File: src/rtl/ll_fifo_traffic_gen.sv
// Closed-loop push/pop initiator for the shared linked-list FIFO; data words are per-queue sequence numbers.
// Optional in-line read-data checker enabled by defining FIFO_GEN_CHECK_EN (adds err/err_sel ports).
module ll_fifo_traffic_gen #(
  parameter int         WIDTH     = 4,
  parameter int         DEPTH     = 2,
  parameter int         NUM_FIFOS = 1,
  parameter int         SEL_WIDTH = (NUM_FIFOS > 1) ? $clog2(NUM_FIFOS) : 1,
  parameter int         CNT_WIDTH = 16,
  parameter int         MIX_LEN   = 16,
  parameter logic [7:0] SEED      = 8'hA5
) (
  input  logic                   clk,
  input  logic                   rst,
  input  logic                   en,
  input  logic [$clog2(DEPTH):0] cfg_burst,
  input  logic                   full,
  input  logic [NUM_FIFOS-1:0]   empty,
  input  logic [WIDTH-1:0]       data_out,
  output logic                   push,
  output logic                   pop,
  output logic [SEL_WIDTH-1:0]   push_sel,
  output logic [SEL_WIDTH-1:0]   pop_sel,
  output logic [WIDTH-1:0]       data_in,
  output logic                   busy,
  output logic                   done,
  output logic [CNT_WIDTH-1:0]   push_cnt,
  output logic [CNT_WIDTH-1:0]   pop_cnt
`ifdef FIFO_GEN_CHECK_EN
  ,
  output logic                   err,
  output logic [SEL_WIDTH-1:0]   err_sel
`endif
);

  localparam int MW = (MIX_LEN > 1) ? $clog2(MIX_LEN) : 1;

  // state   | meaning
  // S_IDLE  | waiting for en
  // S_FILL  | round-robin pushes up to cfg_burst or until full
  // S_MIX   | LFSR-driven push/pop for MIX_LEN cycles
  // S_DRAIN | pop lowest non-empty queue until all empty
  // S_DONE  | finished, wait for en low
  typedef enum logic [2:0] {S_IDLE, S_FILL, S_MIX, S_DRAIN, S_DONE} state_t;

  state_t                 r_state, w_state_nxt;
  logic [7:0]             r_lfsr;
  logic [WIDTH-1:0]       r_seq [NUM_FIFOS];
  logic [$clog2(DEPTH):0] r_fill_cnt;
  logic [MW-1:0]          r_mix_cnt;
  logic [SEL_WIDTH-1:0]   r_rr_ptr;
  logic [CNT_WIDTH-1:0]   r_push_cnt, r_pop_cnt;

  logic                   w_push_req, w_pop_req;
  logic [SEL_WIDTH-1:0]   w_push_sel, w_pop_sel;

  always_comb begin
    w_state_nxt = r_state;
    w_push_req  = 1'b0;
    w_pop_req   = 1'b0;
    w_push_sel  = '0;
    w_pop_sel   = '0;
    case (r_state)
      S_IDLE: begin
        if (en) w_state_nxt = S_FILL;
      end
      S_FILL: begin
        w_push_req = (r_fill_cnt < cfg_burst);
        w_push_sel = r_rr_ptr;
        if (!en)                                  w_state_nxt = S_DRAIN;
        else if (full || r_fill_cnt >= cfg_burst) w_state_nxt = S_MIX;
      end
      S_MIX: begin
        w_push_req = r_lfsr[0];
        w_pop_req  = r_lfsr[1];
        w_push_sel = SEL_WIDTH'(int'(r_lfsr[7:4]) % NUM_FIFOS);
        w_pop_sel  = SEL_WIDTH'(int'(r_lfsr[3:2]) % NUM_FIFOS);
        if (!en || r_mix_cnt == MW'(MIX_LEN - 1)) w_state_nxt = S_DRAIN;
      end
      S_DRAIN: begin
        w_pop_req = 1'b1;
        for (int i = NUM_FIFOS - 1; i >= 0; i--) begin
          if (!empty[i]) w_pop_sel = SEL_WIDTH'(i);
        end
        if (&empty) w_state_nxt = S_DONE;
      end
      S_DONE: begin
        if (!en) w_state_nxt = S_IDLE;
      end
      default: w_state_nxt = S_IDLE;
    endcase
  end

  // Legality gating is combinational so the FIFO flags act in the same cycle.
  assign push     = w_push_req & ~full;
  assign pop      = w_pop_req & ~empty[w_pop_sel];
  assign push_sel = w_push_sel;
  assign pop_sel  = w_pop_sel;
  assign data_in  = r_seq[w_push_sel];
  assign busy     = (r_state == S_FILL) || (r_state == S_MIX) || (r_state == S_DRAIN);
  assign done     = (r_state == S_DONE);
  assign push_cnt = r_push_cnt;
  assign pop_cnt  = r_pop_cnt;

  always_ff @(posedge clk or negedge rst) begin
    if (!rst) begin
      r_state    <= S_IDLE;
      r_lfsr     <= SEED;
      r_fill_cnt <= '0;
      r_mix_cnt  <= '0;
      r_rr_ptr   <= '0;
      r_push_cnt <= '0;
      r_pop_cnt  <= '0;
      for (int i = 0; i < NUM_FIFOS; i++) r_seq[i] <= '0;
    end else begin
      r_state <= w_state_nxt;
      if (push) begin
        r_seq[w_push_sel] <= r_seq[w_push_sel] + 1'b1;
        r_push_cnt        <= r_push_cnt + 1'b1;
      end
      if (pop) r_pop_cnt <= r_pop_cnt + 1'b1;

      if (r_state == S_FILL && push) begin
        r_fill_cnt <= r_fill_cnt + 1'b1;
        r_rr_ptr   <= (r_rr_ptr == SEL_WIDTH'(NUM_FIFOS - 1)) ? '0 : r_rr_ptr + 1'b1;
      end

      // Galois form of x^8+x^6+x^5+x^4+1
      if (r_state == S_MIX) begin
        r_lfsr    <= {1'b0, r_lfsr[7:1]} ^ (r_lfsr[0] ? 8'hB8 : 8'h00);
        r_mix_cnt <= r_mix_cnt + 1'b1;
      end

      if (r_state == S_DONE && !en) begin
        r_fill_cnt <= '0;
        r_mix_cnt  <= '0;
        for (int i = 0; i < NUM_FIFOS; i++) r_seq[i] <= '0;
      end
    end
  end

`ifdef FIFO_GEN_CHECK_EN
  logic [WIDTH-1:0]     r_exp [NUM_FIFOS];
  logic                 r_err;
  logic [SEL_WIDTH-1:0] r_err_sel;

  always_ff @(posedge clk or negedge rst) begin
    if (!rst) begin
      r_err     <= 1'b0;
      r_err_sel <= '0;
      for (int i = 0; i < NUM_FIFOS; i++) r_exp[i] <= '0;
    end else if (pop) begin
      r_exp[w_pop_sel] <= r_exp[w_pop_sel] + 1'b1;
      if (data_out != r_exp[w_pop_sel]) begin
        r_err <= 1'b1;
        if (!r_err) r_err_sel <= w_pop_sel;
      end
    end
  end

  assign err     = r_err;
  assign err_sel = r_err_sel;

`ifdef FORMAL
  a_pop_order: assert property (@(posedge clk) disable iff (!rst)
    (!pop | (data_out == r_exp[pop_sel])));
`endif
`else
  logic w_unused_data_out;
  assign w_unused_data_out = ^data_out;
`endif

endmodule

File: config.mk
export PLATFORM = sky130hd
export DESIGN_NAME = ll_fifo_traffic_gen
export DESIGN_NICKNAME = d
export VERILOG_FILES = /design/src/rtl/ll_fifo_traffic_gen.sv
export SDC_FILE = /design/constraint.sdc
export NUM_CORES = 1
export LEC_CHECK = 0
export BUFFER_PORTS_ARGS = -buffer_cell sky130_fd_sc_hd__buf_2
export CAP_MARGIN = 20
export CORE_UTILIZATION = 51
export CTS_BUF_LIST = sky130_fd_sc_hd__clkbuf_8
export DETAILED_ROUTE_END_ITERATION = 10
export GPL_ROUTABILITY_DRIVEN = 0
export PLACE_DENSITY = 0.78
export SLEW_MARGIN = 20
export SYNTH_ARGS = -nofsm -noshare
export SYNTH_HDL_FRONTEND = slang
export SYNTH_SLANG_ARGS = --single-unit
export TNS_END_PERCENT = 50
File: constraint.sdc
create_clock -name clk -period 1.54 [get_ports clk]
set_input_delay 0 -clock clk [delete_from_list [all_inputs] [get_ports clk]]
set_output_delay 0 -clock clk [all_outputs]
set_load 0.03 [all_outputs]
== Yosys cells after proc, flatten, opt, wreduce, memory -nomap -nowiden ==
Index checks and enable logic that the tools add are counted.

* Flip-flop bits (word level): 54
* Bits of input ports: 11
* Output and inout port bits: 42
* Word-level logic and storage cells: 67

* Add/sub/neg operators: 6
* Order comparisons: 4
* Equality and inequality tests: 10
* Muxes and demuxes: 21
* Bitwise logic cells: 5
* Reductions and logical operators: 13

{| class="wikitable"
|+ Operators with widths
! operator !! count
|-
| 16-bit by 1-bit adder with 16-bit output, second input constant || 2
|-
| 4-bit 2-to-1 mux || 6
|-
| 3-bit 2-to-1 mux || 6
|-
| 3-bit one-hot mux with 5 select lines || 1
|-
| 4-bit by 1-bit adder with 4-bit output, second input constant || 2
|-
| 8-bit 2-to-1 mux || 1
|-
| 2-bit inequality test, second input constant || 4
|-
| 7-bit by 8-bit XOR with 8-bit output || 1
|-
| 3-bit by 2-bit equality test with 1-bit output, second input constant || 2
|-
| 2-bit nonzero test || 3
|-
| 5-bit AND reduction || 1
|-
| 4-bit bitwise mux || 1
|-
| 4-bit equality test, second input constant || 1
|-
| 1-bit logical OR || 4
|-
| 2-bit 2-to-1 mux || 2
|-
| 1-bit one-hot mux with 2 select lines || 2
|-
| 3-bit by 1-bit equality test with 1-bit output, second input constant || 1
|-
| 3-bit equality test, second input constant || 1
|-
| 1-bit logical AND || 3
|-
| 3-bit logical NOT || 1
|-
| 3-bit inequality test, second input constant || 1
|-
| 2-bit by 1-bit adder with 2-bit output, second input constant || 1
|-
| 1-bit AND || 2
|-
| 2-bit >= comparator || 1
|-
| 7 further kinds || 9
|}

== Depth between registers and ports, before layout ==
Gate-level depths: netlist (run 1).

* Word-level depth: 8
* Depth in mapped cells: 7
* Depth with buffers taken out: 6

== Least setup slack after synthesis (run 1) ==
No wires, ideal clock.

* Path kind: register to register
* From: register r_state[0]
* To: register r_seq[3] (netlist name)
* Setup time: 0.125 ns
* Data arrival time: 2.066 ns
* Required time: 1.415 ns
* Path slack: -0.651 ns
* Stages on the path, launching flop included: 7
* Period minus slack after synthesis: 2.191 ns
* Cells stage by stage: dfrtp_1 buf_4 nor3b_1 nor2b_1 buf_2 nor2_1 mux2_2

* Elaborated cells on any way between the ends: 15
* Those cells by class: order compare: 2; eq/ne: 3; mux: 6; bitwise: 1; reduce/logical: 3

{| class="wikitable"
|+ RTL lines
! element !! line !! source
|-
| start, declared || 45 || <nowiki>state_t r_state, w_state_nxt;</nowiki>
|-
| start signal, assigned || 115 || <nowiki>r_state <= w_state_nxt;</nowiki>
|-
| 3-bit equality test * || - ||
|-
| net done || 25 || <nowiki>output logic done,</nowiki>
|-
| 1-bit logical AND * || 133 || <nowiki>if (r_state == S_DONE && !en) begin</nowiki>
|-
| 4-bit 2-to-1 mux / 2-bit nonzero test (equally long branches) || - ||
|-
| end signal, assigned by index || 117 || <nowiki>r_seq[w_push_sel] <= r_seq[w_push_sel] + 1'b1;</nowiki>
|-
| end, declared || 47 || <nowiki>logic [WIDTH-1:0] r_seq [NUM_FIFOS];</nowiki>
|}

The timed path passes the listed nets; every way through them passes the cells marked *. The select of a mux whose other input is x is not followed.
A chain may end at the register's enable or synchronous reset.

== Worst setup path after layout (run 1) ==
* From: register r_state[2]
* To: register r_push_cnt[5] (netlist: push_cnt[5])

* Word-level cells in the longest chain between the ends: 3
* Elaborated cells on any way between the ends: 4
* Those cells by class: eq/ne: 2; mux: 1; bitwise: 1

{| class="wikitable"
|+ RTL lines
! element !! line !! source
|-
| 3-bit by 2-bit equality test with 1-bit output / 3-bit by 1-bit equality test with 1-bit output (equally long branches) || - ||
|-
| 1-bit one-hot mux with 2 select lines * || 62 || <nowiki>case (r_state)</nowiki>
|-
| 1-bit AND * || 94 || <nowiki>assign push = w_push_req & ~full;</nowiki>
|-
| end signal, assigned || 118 || <nowiki>r_push_cnt <= r_push_cnt + 1'b1;</nowiki>
|-
| end, declared || 51 || <nowiki>logic [CNT_WIDTH-1:0] r_push_cnt, r_pop_cnt;</nowiki>
|}

Every way passes the cells marked *; elsewhere a longest branch is shown, timed or not.

==> impl_results.md, run 1 <==
- Result of the run: finished with violations
- Violated checks: negative setup slack
- # rows: 25
- Classification of the worst-slack hold path: in -> reg
- Max-Cap Viols: 0
- Number of global-route vias before repair: 2,091
- Logic gate share of total power: 0.521
- Switch share: 0.4141
- Critical Path RT: 1770 ps
- Startpoint types: flop
- Number of distinct standard cells referenced by the synthesized netlist: 42
- IO Count: 53
- Leakage power: 0.001858 µW
- Yosys warning count: 0
- DRT iter0 DRCs: 93
- Data arrival time of the worst path: 1950 ps
- Number of buffers added by the clock tree synthesis step: 5
- Dominant combinational cell family by area after synthesis: simple AND/OR/NAND/NOR gates
- Crit share post-route: 1.118
- Mean instance size in the synthesized netlist: 11.25 µm²
- DRC violations left: 0
- Fill cell total of the finished layout: roughly 290
- Placeable core area: 4880 µm²
- Worst hold slack after final layout: 28.25 ps
- Clock tree buffer depth: 2
- Total Negative Setup Slacks: -2599 ps
- Max-slew violations: 0
- Final setup violation count: 32
- Final HPWL from detailed placement: roughly 4 mm
- Critical path class: reg -> reg
- Areal power density over the cells: 1679 nW/µm²
- Via/cell ratio: 5.409
- Capturing element type of the critical path: flop
- Die width: 74.15 µm
- Antenna violations before repair: 0
- Clock latency on the worst-skew pair: 310 ps
- Post-detailed-route wirelength per cell: 17.48 µm
- Area share of xor/xnor cells in the synthesized design: 0.1221
- Shortest clock period the worst path allows after layout: 1722 ps
- Flip-flop and latch count after synthesis: 53
- Starting utilization of the core area: 0.5441
- Pin count of the biggest net entering global routing: 26
- Total number of vias: 2,142
- Largest clock skew in the final design: roughly 7.3 ps
- Cell-internal power: 3750 µW
- Fraction of the mapped netlist area in simple logic gates: 0.1748
- Clock net sink count: 53
- Ant diodes: 0
- Cell count after placement: 370
- Hold Violations, Final: 0
- Reg power frac: 0.361
- Final Core Density: 0.7813
- Instance count of the mapped netlist: between 200 and 250
- Pre-Repair DR Iteration Count: 4
- Layout net count: 345
- Post-detailed-route count of antenna-violating nets: 0
- Share of total power in the clock network: 0.118
- Sw power: 2650 µW
- GRT Resource Usage Total: 0.2538
- Non-filler cells in the finished layout: just under 400
- Max Fanout on Critical Path: 7
- H-tree Lvls: 2
- Worst setup margin: -182.5 ps
- Unrepaired setup endpoints after global routing: yes
- Mux cell area share after synthesis: 0.04571
- First-pass GRT wire length: 10.27 mm
- Quantity of I/O buffers inserted on ports: 46
- DIE AREA: 5498 µm²
- Detailed Route WL: 6.922 mm
- Maximum clock frequency: 580.6 MHz
- Fraction of layout cells with a size suffix above 1: 0.4894
- Area growth from synthesis to final layout: 43.59%
- Total power after layout: ~6400 µW
- Adder-cell area share of the yosys netlist: 0.02828
- Cell area after synthesis: 2655 µm²
- Clock transition at the registers of the reported paths: 90 ps
- Clock tree from TritonCTS: yes
- Total congestion overflow after global routing: 0
- Die outline height: between 70 and 80 µm
- Root buffer cell: clkbuf_8
- Peak supply drop: 1.004 mV
- Sequential fraction of the synthesis area: 0.5014
- Compound-Gate Fraction of Synth Area: 0.09566
final cells by class:
class / instances / area [µm²] / area share
well taps: 67 / 83.83 / 0.02199
clock buffers: 5 / 68.82 / 0.01805
repair buffers: 95 / 721.9 / 0.1894
flip-flops and latches: 53 / 1339 / 0.3512
multi-input cells: 168 / 1569 / 0.4116
clock inverters: 3 / 11.26 / 0.002954
inverters: 5 / 18.77 / 0.004923
Yosys cell counts:
cell type,number,area share
clkbuf_1,1,0.0014
xor2_1,26,0.086
a211oi_2,3,0.014
mux2i_1,2,0.0075
buf_2,5,0.0094
nand2_1,13,0.018
inv_1,5,0.0071
o2111ai_1,2,0.0066
mux2_2,9,0.038
nand4_2,1,0.0047
buf_1,1,0.0014
xnor2_1,11,0.036
dfstp_2,4,0.040
or2_2,1,0.0024
and3b_1,1,0.0033
conb_1,1,0.0014
or3_1,1,0.0024
dfrtp_1,49,0.46
nor3_2,1,0.0038
a2111oi_2,5,0.028
ha_1,6,0.028
nor2b_1,4,0.0094
nand4_1,7,0.016
a22oi_1,1,0.0028
buf_4,4,0.011
nand3_1,12,0.023
and4_1,3,0.0099
nor3_1,4,0.0075
nand2b_1,4,0.0094
nor2_1,17,0.024
nand3b_4,1,0.0075
nor3b_4,1,0.0071
and3_1,3,0.0071
nor3b_1,2,0.0057
nand3_2,1,0.0038
a21oi_1,12,0.023
a311oi_1,1,0.0033
nor3b_2,1,0.0047
o21a_1,1,0.0028
nor4_1,2,0.0047
o21ai_0,5,0.0094
a21boi_0,2,0.0057
registers in the layout, summed over array words and instances (netlist names):
name,cells
pop_cnt,16
push_cnt,16
r_fill_cnt,2
r_lfsr,8
r_mix_cnt,4
r_seq,4
r_state,3
per-layer routing:
layer | global-route usage | vias to the layer above | share of wire
li1 | - | 1005 | -
met1 | 0.3484 | 1066 | 0.44
met2 | 0.4071 | 54 | 0.50
met3 | 0.04065 | 17 | 0.028
met4 | 0.09615 | 0 | 0.026
met5 | 0 | - | 0
cell usage in the layout (no fill, tap or decap), types with 4 or more instances in the layout:
master and count:
nand2_1 12, dfstp_2 4, nand3_1 12, buf_6 13, xnor2_1 11, buf_4 33, clkbuf_8 5, xor2_1 25
a21oi_2 6, nand4_1 7, dfrtp_2 6, ha_1 5, buf_2 43, a21oi_1 5, dfrtp_1 43, nor2_1 17
a2111oi_4 5, mux2_4 6, inv_1 8
power groups by stage:
stage               clock (µW)  combinational, µW  sequential [µW]
floorplan                    0               1460             2460
global placement             0               2430             2220
CTS                        770               2900             2250
detailed placement           0               2490             2250
finish                     755               3330             2310
global route               819               3570             2360
worst paths after layout:
check                                        startpoint                      end  slack (ps)  depth (start not counted)
worst max-delay path             r_state[2]$_DFFE_PN0P_  push_cnt[5]$_DFFE_PN0P_        -180                          6
worst min-delay path                              empty   r_state[2]$_DFFE_PN0P_          30                          3
worst max register to register   r_state[2]$_DFFE_PN0P_  push_cnt[5]$_DFFE_PN0P_        -180                          6
worst min register to register  pop_cnt[12]$_DFFE_PN0P_  pop_cnt[12]$_DFFE_PN0P_         490                          1
max in group asynchronous                           rst   pop_cnt[5]$_DFFE_PN0P_         880                          3
min in group asynchronous                           rst   r_state[2]$_DFFE_PN0P_         110                          2
metrics by stage:
stage	instance area, µm²	setup WS, ps
6_report	3812	-182.5
4_1_cts	3620	-123.0
2_1_floorplan	2739	-140.8
3_3_place_gp	3219	-166.3
5_1_grt	3812	-245.4
3_5_place_dp	3219	-234.8
kinds of logic after synthesis:
kind of cell,Yosys count
other cells,1
buf+inv,16
xor+xnor,37
compound gates,32
flops,53
mux,11
fa+ha+maj,6
simple gates,80
what timing repair did:
action / in CTS / in global routing
gates resized for setup: 40 / 33
pin swaps: 12 / 21
setup buffers: 10 / 7
gates cloned: 1 / 0
setup endpoints to repair: 35 / 42
endpoints found under the hold margin: 51 / 0
hold buffers: 1 / 0
critical path, cell delays in order, from the launching register on:
cell      delay, ps
dfrtp_2         490
nor3b_4         270
nand3b_4        120
buf_4           160
buf_4           180
a211oi_2        250
xor2_1          170
Power figures use the tool's default switching activity.
==> run 2, diff against run 1 <==
--- a/config.mk
+++ b/config.mk
@@ -5,7 +5,7 @@
 export SDC_FILE = /design/constraint.sdc
 export NUM_CORES = 1
 export LEC_CHECK = 0
-export BUFFER_PORTS_ARGS = -buffer_cell sky130_fd_sc_hd__buf_2
+export BUFFER_PORTS_ARGS = -buffer_cell sky130_fd_sc_hd__buf_4
 export CAP_MARGIN = 20
 export CORE_UTILIZATION = 51
 export CTS_BUF_LIST = sky130_fd_sc_hd__clkbuf_8
==> run 2 against run 1 <==
Effect of this change:
- the flow still finishes with violations (negative setup slack)
- worst hold slack better by 190 ps
- wire length is 0.48% higher
- non-clock buffer count is 3 lower
- critical path type unchanged
- largest cell class unchanged
- critical endpoint is now push_cnt[15]$_DFFE_PN0P_
- setup slack worse by 49 ps
- cell count is 0.51% lower
==> impl_results.md, run 2 (synthesized netlist as in run 1, its figures left out) <==
- Pre-Repair DR Iteration Count: 4 (unchanged)
- Final HPWL from detailed placement: 3.967 mm (-0.89%)
- Fraction of layout cells with a size suffix above 1: 0.4832 (-0.006181)
- Data arrival time of the worst path: 1990 ps (+40 ps)
- Root buffer cell: clkbuf_8
- Worst reg2reg path startpoint: r_state[2]$_DFFE_PN0P_
- Areal power density over the cells: 1650 nW/µm² (-1.7%)
- Post-route cell area: 3895 µm² (+2.2%)
- Max-slew violations: 0 (unchanged)
- Shortest clock period the worst path allows after layout: 1771 ps (+48.55 ps)
- WHS Endpoint: r_state[0]$_DFFE_PN0P_
- Maximum clock frequency: 564.6 MHz (-2.7%)
- Max Fanout on Critical Path: 6 (-1)
- Worst flop-to-flop path endpoint: push_cnt[15]$_DFFE_PN0P_
- Total Negative Setup Slacks: -2850 ps (-250.8 ps)
- Hold Violations, Final: 0 (unchanged)
- Antenna violations before repair: 0 (unchanged)
- Total number of vias: 2,169 (+1.3%)
- Total power after layout: 6427 µW (+0.42%)
- DIE AREA: 5498 µm² (unchanged)
- Layout net count: 343 (-0.58%)
- Fill cell total of the finished layout: 292 (-0.68%)
- Number of global-route vias before repair: 2,132 (+2.0%)
- Post-detailed-route count of antenna-violating nets: 0 (unchanged)
- Max-Cap Viols: 0 (unchanged)
- Classification of the worst-slack hold path: in -> reg
- Final setup violation count: 31 (-3.1%)
- Clock tree buffer depth: 2 (unchanged)
- Instance area after placement: 3307 µm² (+2.7%)
- Capturing element type of the critical path: flop
- # rows: 25 (unchanged)
- Commonest non-fill, non-tap cells in the layout: buf_4, dfrtp_1, xor2_1, buf_6, nor2_1
- DRC violations left: 0 (unchanged)
- Largest clock skew in the final design: 21.67 ps (+14.41 ps)
- Worst reg-to-reg setup slack: -230 ps (-50 ps)
- Result of the run: finished with violations
- Number of buffers added by the clock tree synthesis step: 5 (unchanged)
- Worst Hold Depth: 5 (+2)
- Area of combinational cells with multiple inputs: 1559 µm² (-0.64%)
- Quantity of I/O buffers inserted on ports: 46 (unchanged)
- Clock tree from TritonCTS: yes
- Pin count of the biggest net entering global routing: 54 (+110%)
- First-pass GRT wire length: 10.35 mm (+0.74%)
- Highest cell delay on the worst timing path: 510 ps (+20 ps)
- Violated checks: negative setup slack
- Critical path class: reg -> reg
- Unrepaired setup endpoints after global routing: yes
- H-tree Lvls: 2 (unchanged)
- Startpoint types: flop
- Cell Chain, Critical Path: nor3_4 > nand3_4 > buf_12 > a2111oi_2 > xor2_1
- Crit share post-route: 1.150 (+0.03152)
- Post-Place Worst Slack: -270.6 ps (-35.71 ps)
- Detailed Route WL: 6.955 mm (+0.48%)
- IO Count: 53 (unchanged)
- Via/cell ratio: 5.505 (+1.8%)
- Depth of the worst register-to-register path: 5 (-1)
- Worst setup margin: -231.0 ps (-48.55 ps)
- Peak supply drop: 0.8359 mV (-17%)
- Leakage power: 0.001877 µW (+1.0%)
- Die outline height: 74.15 µm (unchanged)
- Worst Tran Pin Value: 663.5 ps
- Max transition margin: 0.5577
- DRT iter0 DRCs: 92 (-1.1%)
- Die width: 74.15 µm (unchanged)
- Clock transition at the registers of the reported paths: 110 ps (+20 ps)
- Starting utilization of the core area: 0.5441 (unchanged)
- Worst hold slack after final layout: 216.7 ps (+188.5 ps)
- Most common cell after layout, fill and taps aside: buf_4
- Slowest cell on the critical path: dfrtp_2
- Placeable core area: 4880 µm² (unchanged)
- Clock latency on the worst-skew pair: 320 ps (about the same)
- Post-detailed-route wirelength per cell: 17.65 µm (+0.99%)
- Dominant delay contributor by cell family on the critical path: flip-flops
- Min-Delay Startpoint: cfg_burst[0]
- Critical Path RT: 1750 ps (-20 ps)
- Ant diodes: 0 (unchanged)
- Worst setup startpoint: r_state[2]$_DFFE_PN0P_
- Area growth from synthesis to final layout: 46.70%
- Total congestion overflow after global routing: 0 (unchanged)
- Clock net sink count: 53 (unchanged)
- Area taken by flip-flops and latches: 1338 µm² (about the same)
- Buffers & Inverters on Critical Path: 1 (-1)
- GRT Resource Usage Total: 0.2554 (+0.001599)
[run 2: worst max path at each step]
| stage | end | slack (ps) | cells past startpoint |
|---|---|---|---|
| finish | push_cnt[15]$_DFFE_PN0P_ | -230 | 5 |
| global route | push_cnt[15]$_DFFE_PN0P_ | -330 | 6 |
| CTS | push_cnt[14]$_DFFE_PN0P_ | -150 | 6 |
| detailed placement | push_cnt[14]$_DFFE_PN0P_ | -270 | 6 |
| global placement | push_cnt[15]$_DFFE_PN0P_ | -140 | 6 |
| floorplan | push_cnt[11]$_DFFE_PN0P_ | -140 | 5 |
[run 2: what timing repair did]
action | in CTS | in global routing
hold buffers | 3 | 0
pin swaps | 15 | 25
resized for setup | 44 | 29
setup endpoints to repair | 33 | 44
hold endpoints to repair | 50 | 0
gates cloned | 2 | 0
setup buffers | 10 | 5
[run 2: per-stage QoR]
stage,util,cells
6_report,0.7982,394
3_5_place_dp,0.6777,368
2_1_floorplan,-,237
5_1_grt,0.7982,394
3_3_place_gp,0.6777,368
4_1_cts,0.7692,391
[run 2: layout make-up]
cell class	instances	share of cell area
sequential	53	0.3434
clock inverter	3	0.003212
inverter	5	0.004818
tap	67	0.02152
clock buffer	5	0.01767
timing repair buffer	92	0.2091
multi-input combinational	169	0.4003
[run 2: where the power goes]
group          switching [µW]  leakage (µW)  internal, µW  total, µW
sequential                477      0.000659          1830       2310
clock                     455     0.0000505           308        762
combinational            1720       0.00117          1640       3360
total                    2650       0.00188          3780       6430
[run 2: metal layers]
metal	up-vias	global-route usage	share of wire	wire, µm
met4	0	0.1047	0.021	149
met3	16	0.04472	0.040	276
met1	1083	0.3389	0.44	3044
met5	-	0	0	0
met2	65	0.4162	0.50	3484
li1	1005	-	-	-
[run 2: worst reg2reg max path, delay by kind of cell (launching register included)]
family | cells | cell delay, ps
flops | 1 | 510
simple gates | 2 | 430
compound gates | 1 | 330
xor+xnor | 1 | 220
buf+inv | 1 | 190
